`config.mk`:
```
export PLATFORM = sky130hd
export DESIGN_NAME = memory_access_unit
export DESIGN_NICKNAME = d
export VERILOG_FILES = /design/src/rtl/memory_access_unit_pkg.sv /design/src/rtl/memory_access_unit_mem_wb_reg.sv /design/src/rtl/memory_access_unit.sv
export SDC_FILE = /design/constraint.sdc
export NUM_CORES = 1
export LEC_CHECK = 0
export CAP_MARGIN = 15
export CORE_AREA = 10 10 106 108
export CTS_BUF_LIST = sky130_fd_sc_hd__clkbuf_4 sky130_fd_sc_hd__clkbuf_8
export CTS_CLUSTER_DIAMETER = 30
export DETAILED_ROUTE_END_ITERATION = 16
export DIE_AREA = 0 0 116 118
export GPL_TIMING_DRIVEN = 1
export PLACE_DENSITY_LB_ADDON = 0.08
export SETUP_SLACK_MARGIN = 0.5
export SYNTH_ARGS = -nofsm -noshare
export SYNTH_HDL_FRONTEND = slang
export SYNTH_HIERARCHICAL = 1
export SYNTH_SLANG_ARGS = --single-unit
```
`constraint.sdc`:
```
create_clock -name i_CLK -period 3.7 [get_ports i_CLK]
set_input_delay 0.74 -clock i_CLK [delete_from_list [all_inputs] [get_ports i_CLK]]
set_output_delay 0.74 -clock i_CLK [all_outputs]
set_load 0.02 [all_outputs]
```
`src/rtl/memory_access_unit_pkg.sv`:
```
`default_nettype none
// ==== memory_access_unit_pkg : shared MEM-stage encodings and widths | rev 1.0 ====

package memory_access_unit_pkg;

  localparam logic [0:0] ST_IDLE   = 1'b0;
  localparam logic [0:0] ST_ACCESS = 1'b1;

  localparam int DEF_DATA_WIDTH    = 32;
  localparam int DEF_ADDRESS_WIDTH = 32;
  localparam int DEF_RF_ADDR_WIDTH = 5;

  // One extra bit so TIMEOUT_CYCLES-1 always fits, including TIMEOUT_CYCLES=1.
  function automatic int timeout_cnt_width(input int cycles);
    return $clog2(cycles) + 1;
  endfunction

endpackage

`default_nettype wire

```
`src/rtl/memory_access_unit_mem_wb_reg.sv`:
```
`default_nettype none
// ==== mem_wb_reg : MEM/WB pipeline register with bubble insertion | rev 1.0 ====

module mem_wb_reg #(
  parameter int DATA_WIDTH    = 32,
  parameter int RF_ADDR_WIDTH = 5
) (
  input  logic                     i_clk,
  input  logic                     i_rst,
  input  logic                     i_bubble,
  input  logic [DATA_WIDTH-1:0]    i_alu_out,
  input  logic [DATA_WIDTH-1:0]    i_read_data,
  input  logic [RF_ADDR_WIDTH-1:0] i_write_reg,
  input  logic                     i_reg_write,
  input  logic                     i_mem_to_reg,
  output logic [DATA_WIDTH-1:0]    o_alu_out,
  output logic [DATA_WIDTH-1:0]    o_read_data,
  output logic [RF_ADDR_WIDTH-1:0] o_write_reg,
  output logic                     o_reg_write,
  output logic                     o_mem_to_reg
);

  logic [DATA_WIDTH-1:0]    alu_out_d, alu_out_q;
  logic [DATA_WIDTH-1:0]    read_data_d, read_data_q;
  logic [RF_ADDR_WIDTH-1:0] write_reg_d, write_reg_q;
  logic                     reg_write_d, reg_write_q;
  logic                     mem_to_reg_d, mem_to_reg_q;

  always_comb begin
    alu_out_d    = i_bubble ? '0   : i_alu_out;
    read_data_d  = i_bubble ? '0   : i_read_data;
    write_reg_d  = i_bubble ? '0   : i_write_reg;
    reg_write_d  = i_bubble ? 1'b0 : i_reg_write;
    mem_to_reg_d = i_bubble ? 1'b0 : i_mem_to_reg;
  end

  always_ff @(posedge i_clk) begin
    if (i_rst) begin
      alu_out_q    <= '0;
      read_data_q  <= '0;
      write_reg_q  <= '0;
      reg_write_q  <= 1'b0;
      mem_to_reg_q <= 1'b0;
    end else begin
      alu_out_q    <= alu_out_d;
      read_data_q  <= read_data_d;
      write_reg_q  <= write_reg_d;
      reg_write_q  <= reg_write_d;
      mem_to_reg_q <= mem_to_reg_d;
    end
  end

  assign o_alu_out    = alu_out_q;
  assign o_read_data  = read_data_q;
  assign o_write_reg  = write_reg_q;
  assign o_reg_write  = reg_write_q;
  assign o_mem_to_reg = mem_to_reg_q;

endmodule

`default_nettype wire

```
`src/rtl/memory_access_unit.sv`:
```
`default_nettype none
// ==== memory_access_unit : M-stage load/store bus FSM with stall and timeout | rev 1.0 ====

module memory_access_unit
  import memory_access_unit_pkg::*;
#(
  parameter int DATA_WIDTH     = DEF_DATA_WIDTH,
  parameter int ADDRESS_WIDTH  = DEF_ADDRESS_WIDTH,
  parameter int RF_ADDR_WIDTH  = DEF_RF_ADDR_WIDTH,
  parameter int TIMEOUT_CYCLES = 16
) (
  input  logic                     i_CLK,
  input  logic                     i_RST,
  input  logic [DATA_WIDTH-1:0]    i_ALUOutM,
  input  logic [DATA_WIDTH-1:0]    i_WriteDataM,
  input  logic [RF_ADDR_WIDTH-1:0] i_WriteRegM,
  input  logic                     i_RegWriteM,
  input  logic                     i_MemtoRegM,
  input  logic                     i_MemWriteM,
  output logic                     o_StallM,
  output logic                     o_BusReq,
  output logic                     o_BusWe,
  output logic [ADDRESS_WIDTH-1:0] o_BusAddr,
  output logic [DATA_WIDTH-1:0]    o_BusWData,
  input  logic                     i_BusAck,
  input  logic [DATA_WIDTH-1:0]    i_BusRData,
  output logic [DATA_WIDTH-1:0]    o_ALUOutW,
  output logic [DATA_WIDTH-1:0]    o_ReadDataW,
  output logic [RF_ADDR_WIDTH-1:0] o_WriteRegW,
  output logic                     o_RegWriteW,
  output logic                     o_MemtoRegW,
  output logic                     o_MemErr
);

  localparam int CNT_W = timeout_cnt_width(TIMEOUT_CYCLES);
  localparam logic [CNT_W-1:0] CNT_LAST = CNT_W'(TIMEOUT_CYCLES - 1);

  logic [0:0]       state_d, state_q;
  logic [CNT_W-1:0] cnt_d, cnt_q;
  logic             mem_err_d, mem_err_q;

  logic w_memop, w_is_load, w_in_access, w_final_cycle, w_bubble;

  always_comb begin
    w_memop       = i_MemtoRegM | i_MemWriteM;
    w_is_load     = i_MemtoRegM & ~i_MemWriteM;
    w_in_access   = (state_q == ST_ACCESS);
    w_final_cycle = (cnt_q == CNT_LAST);

    state_d   = state_q;
    cnt_d     = cnt_q;
    mem_err_d = 1'b0;
    w_bubble  = 1'b1;

    case (state_q)
      ST_IDLE: begin
        if (w_memop) begin
          state_d = ST_ACCESS;
          cnt_d   = '0;
        end else begin
          w_bubble = 1'b0;
        end
      end
      ST_ACCESS: begin
        // Ack on the last allowed cycle completes normally rather than aborting.
        if (i_BusAck) begin
          state_d  = ST_IDLE;
          cnt_d    = '0;
          w_bubble = 1'b0;
        end else if (w_final_cycle) begin
          state_d   = ST_IDLE;
          cnt_d     = '0;
          mem_err_d = 1'b1;
        end else begin
          cnt_d = cnt_q + CNT_W'(1);
        end
      end
      default: state_d = ST_IDLE;
    endcase
  end

  always_ff @(posedge i_CLK) begin
    if (i_RST) begin
      state_q   <= ST_IDLE;
      cnt_q     <= '0;
      mem_err_q <= 1'b0;
    end else begin
      state_q   <= state_d;
      cnt_q     <= cnt_d;
      mem_err_q <= mem_err_d;
    end
  end

  // Stall depends only on state/counter/memop/ack, never on anything it drives.
  assign o_StallM = ~i_RST & ((~w_in_access & w_memop) |
                              (w_in_access & ~i_BusAck & ~w_final_cycle));

  assign o_BusReq   = w_in_access;
  assign o_BusWe    = w_in_access & i_MemWriteM;
  assign o_BusAddr  = w_in_access ? i_ALUOutM[ADDRESS_WIDTH-1:0] : '0;
  assign o_BusWData = w_in_access ? i_WriteDataM : '0;
  assign o_MemErr   = mem_err_q;

  mem_wb_reg #(
    .DATA_WIDTH    (DATA_WIDTH),
    .RF_ADDR_WIDTH (RF_ADDR_WIDTH)
  ) u_mem_wb_reg (
    .i_clk        (i_CLK),
    .i_rst        (i_RST),
    .i_bubble     (w_bubble),
    .i_alu_out    (i_ALUOutM),
    .i_read_data  (w_is_load ? i_BusRData : '0),
    .i_write_reg  (i_WriteRegM),
    .i_reg_write  (i_RegWriteM),
    .i_mem_to_reg (w_is_load),
    .o_alu_out    (o_ALUOutW),
    .o_read_data  (o_ReadDataW),
    .o_write_reg  (o_WriteRegW),
    .o_reg_write  (o_RegWriteW),
    .o_mem_to_reg (o_MemtoRegW)
  );

endmodule

`default_nettype wire
```
# Yosys cells after proc, flatten, opt, wreduce, memory -nomap -nowiden
# Cells that the tools add are included.
[word_totals]
output_inout_bits = 139
reg_bits = 78
wordCells = 41
input_bits = 107
[classes]
n_eq_ne = 2
addsub = 1
n_mux = 13
n_bitwise = 14
n_reduce_logical = 3
[op_table]
columns = ["operator", "count"]
rows = [
  ["$mux 32", 2],
  ["$mux 5", 3],
  ["$pmux 5 s2", 1],
  ["$and 1x1->1", 6],
  ["$not 1->1", 6],
  ["$reduce_or 3->1", 2],
  ["$add 5x1->5 const B", 1],
  ["$eq 5x4->1 const B", 1],
  ["$mux 1", 5],
  ["$pmux 1 s2", 2],
  ["$ne 2x2->1 const B", 1],
  ["$or 1x1->1", 2],
  ["$reduce_or 2->1", 1],
]

# Logic depth before layout (Yosys ltp)
# Gate-level depths: netlist of run 1.
[logic_depth]
ltp_word = 5
depth_mapped = 5
depth_no_buf = 4

# Hierarchy
# The synthesis of run 1 kept the hierarchy.
[by_module_without_submodules]
columns = ["mod", "seq_area_each_um2", "n_inst", "cells_each", "area_per_inst_um2"]
rows = [
  ["mem_wb_reg", 1421.4, 1, 158, 2484.9],
  ["memory_access_unit", 140.1, 1, 143, 967.2],
]

# Worst setup path after synthesis of run 1
# Ideal clock, no wire load.
[synth_timing]
path_type = "in2out"
from = "in i_BusAck"
to = "out o_StallM"
path_stages = 3
arrival_ns = 1.461
path_slack_ns = 1.499
required_time_ns = 2.960
n_path_buf = 0
path_cell_list = "and2b_1 -> o21ai_1 -> a21oi_1"
[synth_between]
elab_chain_len = 5
[synth_lines]
columns = ["item", "line", "text"]
rows = [
  ["from (decl)", "memory_access_unit.sv:25", "input logic i_BusAck,"],
  ["$not 1->1", "memory_access_unit.sv:96", "(w_in_access & ~i_BusAck & ~w_final_cycle));"],
  ["$and 1x1->1 (2 in series)", "memory_access_unit.sv:96", ""],
  ["$or 1x1->1", "memory_access_unit.sv:95", "assign o_StallM = ~i_RST & ((~w_in_access & w_memop) |"],
  ["$and 1x1->1", "memory_access_unit.sv:95", ""],
  ["to (decl)", "memory_access_unit.sv:20", "output logic o_StallM,"],
]
# Every way passes these cells.

# Final worst setup path of run 1
[layout_timing]
from = "reg state_q (netlist: o_BusReq)"
to = "out o_BusWData[22]"
[layout_between]
elab_chain_len = 1
[layout_lines]
columns = ["item", "line", "text"]
rows = [
  ["from (decl)", "memory_access_unit.sv:38", "logic [0:0] state_d, state_q;"],
  ["from (signal assigned)", "memory_access_unit.sv:88", "state_q <= state_d;"],
  ["$mux 32", "memory_access_unit.sv:101", "assign o_BusWData = w_in_access ? i_WriteDataM : '0;"],
  ["to (decl)", "memory_access_unit.sv:24", "output logic [DATA_WIDTH-1:0] o_BusWData,"],
]
# Every way passes these cells.

==> impl_metrics.csv, run 1 <==
group,metric,value,unit
route,via_per_inst,4.472,
timing,setup_tns,0,ns
synth,yosysTopAreaCell,"dfxtp_1",
final_layout,final_area,6106,um2
grt,grt_start_max_net_pins,60,
synth,synth_xor_area_share,0,%
timing,rsz0062_at_grt,"false",
synth,synthAdderAreaFrac,0.3625,%
synth,syn_avg_cell_area,11.47,um2
synth,synth_area,3452,um2
timing,whs,0.4800,ns
clock_tree,clockBufferDepth,2,
floorplan,die_area,13690,um2
route,route.detailed.drc,0,
critical_path,end_kind,"output port",
clock_tree,cts_made_buffers,9,
final_layout,layout_common_cells,"243 x clkdlybuf4s50_1, 97 x and2_1, 78 x dfxtp_1, 70 x nor3b_2, 9 x clkbuf_8",
grt,grt.total_usage,16.41,%
grt,overflow,0,
route,vias,2911,
route,drtIter0Drc,76,
clock_tree,cts_tree,"yes",
timing,hold_violations,0,
timing,setup_viol,0,
final_layout,area_growth,76.88,%
clock_tree,post-cts-setup-buffers,0,
synth,ys_seq_elements,78,
synth,synth-edff-count,0,
flow_run,cap_violations,0,
clock_tree,path_clk_slew,0.08,ns
synth,yosys.area_share.simple,45.34,%
synth,yosysSeqAreaShare,45.23,%
placement,place_area,5881,um2
placement,place_congestion,0.7702,
route,drt_wl_total,11730,um
critical_path,cp.required,2.96,ns
synth,syn_inst,301,
pwr,p_leak,2.159,nW
synth,yosysWarnings,6,
floorplan,die_w,116,um
clock_tree,cts_root_buf,"clkbuf_8",
timing,maxSlewViolCount,0,
floorplan,placement_rows,35,
synth,synth-async-reset-ratio,0,%
grt,grt_pass1_vias,3223,
final_layout,drive_gt1_share,17.59,%
route,routedWlPerCell,18.02,um
outcome,status,"complete, no violations",
timing,post-route-min-period,2.957,ns
route,final_antenna_net_count,0,
floorplan,start_util,37.90,%
synth,synth-compound-area-share,2.465,%
timing,worst_pin_slew,0.7919,ns
grt,antenna_found_initial,0,
clock_tree,cts_sinks,78,
placement,dp_hpwl,9308,um
clock_tree,hold_buffers,0,
worst_hold_path,hold_class,"flop to flop",
synth,synth_flop_cell,"dfxtp_1",
pwr,vdd.ir_drop.worst,0.1866,mV
synth,synth_mux_area_share,0,%
final_layout,layout_commonest_cell,"clkdlybuf4s50_1",
synth,synth.area.top_cells,"dfxtp_1 45%, nor3b_2 25%, and2_1 18%",
timing,fin_crit_sh,79.91,%
synth,syn_nets,409,
critical_path,arrival,2.22,ns
placement,io_buffer_count,245,
final_layout,instances_no_fill,651,
placement,pre_cts_ws,0.5094,ns
critical_path,cp-start-kind,"flop",
grt,grt_pass1_wl,17710,um
placement,place.detailed.instances,635,
clock_tree,clock_latency,0.34,ns
final_layout,layout.nets,643,
critical_path,cp_max_fo,59,
synth,synthDistinctLibCells,27,
floorplan,ioPinCount,246,
clock_tree,htree_levels,3,
critical_path,critical_path_class,"flop to output port",
synth,synth_top_area_share,45.23,%
clock_tree,cts_resized,0,
synth,synth_top_family_by_area,"simple AND/OR/NAND/NOR gates",
timing,final.setup.worst_slack,0.7434,ns
floorplan,core,9109,um2
route,first_pass_iters,4,
final_layout,antennaDiodeCount,0,
timing,skew,0.007781,ns
pwr,power_density,339.3,nW/um2
floorplan,die_h,118,um
timing,relSlewSlack,47.21,%
timing,timing.fmax,338.2,MHz
[critical path: stages, from the launching register on]
cell,delay [ns]
dfxtp_1,0.60
buf_4,0.45
and2_1,0.19
clkdlybuf4s50_1,0.64
[per-layer routing]
metal | GRT usage (%) | up-vias | share of wire (%)
met4 | 3.912 | 0 | 0.81
met1 | 16.07 | 1310 | 36
met3 | 9.582 | 6 | 13
met2 | 28.70 | 142 | 50
li1 | - | 1453 | -
met5 | 0 | - | 0
[final timing paths]
path	end	cells after the start	slack [ns]	start
max reg2reg	u_mem_wb_reg/o_alu_out[29]$_SDFF_PP0_	4	1.65	o_BusReq$_SDFF_PP0_
max	o_BusWData[22]	3	0.74	o_BusReq$_SDFF_PP0_
min	cnt_q[1]$_SDFFE_PP0P_	2	0.48	cnt_q[1]$_SDFFE_PP0P_
min reg2reg	cnt_q[1]$_SDFFE_PP0P_	2	0.48	cnt_q[1]$_SDFFE_PP0P_
[area by class of cell]
| cell class | count | area, um2 |
|---|---|---|
| Timing Repair Buffer | 250 | 2502 |
| Sequential cell | 78 | 1562 |
| Clock buffer | 11 | 138.9 |
| Clock inverter | 5 | 83.83 |
| Fill cell | 719 | 3003 |
| Multi-Input combinational cell | 195 | 1677 |
| Tap cell | 111 | 138.9 |
| Inverter | 1 | 3.754 |
[kinds of logic (layout without fill, tap and decap cells)]
| logic type | after synthesis | count (layout) |
|---|---|---|
| AO/OA/AOI/OAI | 14 | 14 |
| buffers and inverters | 28 | 267 |
| flip-flops | 78 | 78 |
| AND/OR/NAND/NOR | 180 | 180 |
| adder cells (fa/ha/maj) | 1 | 1 |
[cells in the mapped netlist, types with 2 or more instances]
cell type and number:
nor3b_2 70, dfxtp_1 78, and2_1 97, clkbuf_1 9, a21oi_1 7, nand2_1 2, buf_6 16, nand3_1 2
nor3b_1 2
[power breakdown]
group	switching [mW]	internal (mW)
Sequential	0.00932	0.862
Combinational	0.229	0.270
Clock	0.305	0.397
[per-stage QoR]
stage / total power [mW] / util, %
2_1_floorplan: 1.139 / -
6_report: 2.071 / 67.03
3_5_place_dp: 1.396 / 64.56
5_1_grt: 2.162 / 67.03
4_1_cts: 2.101 / 67.01
3_3_place_gp: 1.393 / 64.56
(Power assumes the default switching activity.)
==> run 2: changes to the inputs <==
- CORE_AREA: 10 10 106 108 -> 10 10 109 111
- DIE_AREA: 0 0 116 118 -> 0 0 119 121
- clock period: 3.7 -> 2.8 ns (I/O delays scaled with it)
==> run 2 against run 1 <==
Effect of this change:
- clock power up 21%
- global-route usage down 0.43 points
- worst hold slack better by 0.0073 ns
- via count up 2.5%
- power up 28%
- critical path depth down 1
- critical path type unchanged
- largest cell class unchanged
==> impl_metrics.csv, run 2 (synthesis results as in run 1) <==
group,metric,value,unit
final_layout,regArea,1565,um2
floorplan,die_h,121,um
critical_path,crit_chain,"clkbuf_16 -> clkdlybuf4s50_1",
pwr,p_leak,2.928,nW
timing,setup_viol,0,
timing,maxSlewViolCount,0,
timing,post-route-min-period,2.175,ns
final_layout,drive_gt1_share,18.78,%
critical_path,cpPeakStageDelay,0.63,ns
clock_tree,hold_buffers,0,
clock_tree,htree_levels,3,
timing,whs,0.4872,ns
final_layout,fillers,815,
timing,hold_violations,0,
pwr,power_density,424.9,nW/um2
clock_tree,cts_root_buf,"clkbuf_8",
floorplan,die_area,14400,um2
final_layout,area_growth,80.86,%
grt,grt_pass1_vias,3172,
worst_hold_path,hold_class,"flop to flop",
timing,fin_crit_sh,77.66,%
timing,setup_tns,0,ns
critical_path,cp_max_fo,33,
grt,grt_pass1_wl,18060,um
final_layout,layout.nets,648,
critical_path,cp.required,2.24,ns
placement,io_buffer_count,245,
placement,dp_hpwl,9377,um
clock_tree,clockBufferDepth,2,
clock_tree,path_clk_slew,0.08,ns
timing,skew,0.005523,ns
route,routedWlPerCell,18.15,um
critical_path,r2r_slack,0.97,ns
grt,overflow,0,
clock_tree,clock_latency,0.34,ns
floorplan,die_w,119,um
worst_hold_path,min_from,"cnt_q[1]$_SDFFE_PP0P_",
flow_run,cap_violations,0,
critical_path,cpMaxStageDelayCell,"clkdlybuf4s50_1",
route,via_per_inst,4.414,
worst_hold_path,min_path_cells,2,
clock_tree,cts_made_buffers,9,
critical_path,timing.rr.start,"o_BusReq$_SDFF_PP0_",
floorplan,start_util,35.81,%
critical_path,reg2regPathDepth,5,
critical_path,arrival,1.61,ns
timing,worst_pin_slew,0.7333,ns
timing,timing.fmax,459.9,MHz
timing,rsz0062_at_grt,"false",
critical_path,rr_endpoint,"u_mem_wb_reg/o_alu_out[29]$_SDFF_PP0_",
grt,antenna_found_initial,0,
floorplan,ioPinCount,246,
critical_path,critical_path_class,"flop to output port",
placement,place_congestion,0.7330,
grt,grt_start_max_net_pins,68,
clock_tree,cts_sinks,78,
clock_tree,post-cts-setup-buffers,0,
route,drtIter0Drc,93,
route,final_antenna_net_count,0,
pwr,vdd.ir_drop.worst,0.2140,mV
grt,grt.total_usage,15.98,%
outcome,status,"complete, no violations",
timing,relSlewSlack,51.12,%
floorplan,core,9639,um2
critical_path,cp-start-kind,"flop",
route,route.detailed.drc,0,
clock_tree,cts_tree,"yes",
final_layout,layout_common_cells,"178 x clkdlybuf4s50_1, 97 x and2_1, 77 x dfxtp_1, 70 x nor3b_2, 42 x dlymetal6s2s_1",
final_layout,layout_commonest_cell,"clkdlybuf4s50_1",
final_layout,multi_input_area,1685,um2
route,drt_wl_total,12270,um
floorplan,placement_rows,36,
route,vias,2984,
route,first_pass_iters,4,
final_layout,antennaDiodeCount,0,
critical_path,end_kind,"output port",
worst_hold_path,holdPathEnd,"cnt_q[1]$_SDFFE_PP0P_",
[run 2: cell count changes in the layout (fill, tap and decap cells not counted), sizes merged]
cell and delta:
buf +4, clkinv -1, dlygate4sd2 +23, clkinvlp -2, bufinv -1, clkdlybuf4s50 -65, dlymetal6s2s +41, clkbuf +4
[run 2: layer usage]
layer	vias up	share of wire [%]	global-route usage, %
li1	1464	-	-
met1	1362	37	16.29
met2	150	50	26.80
met3	8	12	9.586
met4	0	0.95	5.267
met5	-	0	0
[run 2: where the power goes]
group / internal (mW) / switching, mW / leakage (nW)
logic: 0.343 / 0.309 / 2.19
clock network: 0.472 / 0.377 / 0.102
registers: 1.14 / 0.0118 / 0.634
total: 1.95 / 0.698 / 2.93
[run 2: worst max-delay path: cells and delay by family, from the launching register on]
kind	cells	cell delay [ns]
buffers and inverters	2	0.85
DFF	1	0.42
[run 2: final cells by class]
cell class	instances	share of cell area, %
flip-flops and latches	78	25.07
well taps	133	2.665
multi-input cells	195	26.99
repair buffers	255	42.06
clock buffers	13	2.665
clock inverters	1	0.4810
inverters	1	0.06012
[run 2: worst max path at each step]
stage,start,to,cells past startpoint,slack (ns)
finish,o_BusReq$_SDFF_PP0_,o_BusReq,2,0.63
global placement,i_BusAck,o_StallM,5,0.20
floorplan,i_BusAck,o_StallM,3,0.96
detailed placement,i_BusAck,o_StallM,5,0.20
CTS,o_BusReq$_SDFF_PP0_,o_BusAddr[24],3,0.40
global route,o_BusReq$_SDFF_PP0_,o_BusReq,2,0.55
[run 2: metrics by stage]
| step | utilization [%] | cell area [um2] | total power [mW] | std cells | setup WS (ns) |
|---|---|---|---|---|---|
| final | 64.77 | 6243 | 2.653 | 676 | 0.6254 |
| after global routing | 64.77 | 6243 | 2.766 | 676 | 0.5550 |
| after CTS | 63.34 | 6106 | 2.701 | 675 | 0.3951 |
| after detailed placement | 61.60 | 5938 | 1.853 | 661 | 0.2006 |
| after global placement | 61.60 | 5938 | 1.851 | 661 | 0.1960 |
| after floorplan | - | 3452 | 1.505 | 301 | 0.9594 |
[run 2: timing repair]
action                     CTS  global route
resized for setup           25            47
setup endpoints to repair   67            44
gates cloned                 0             1
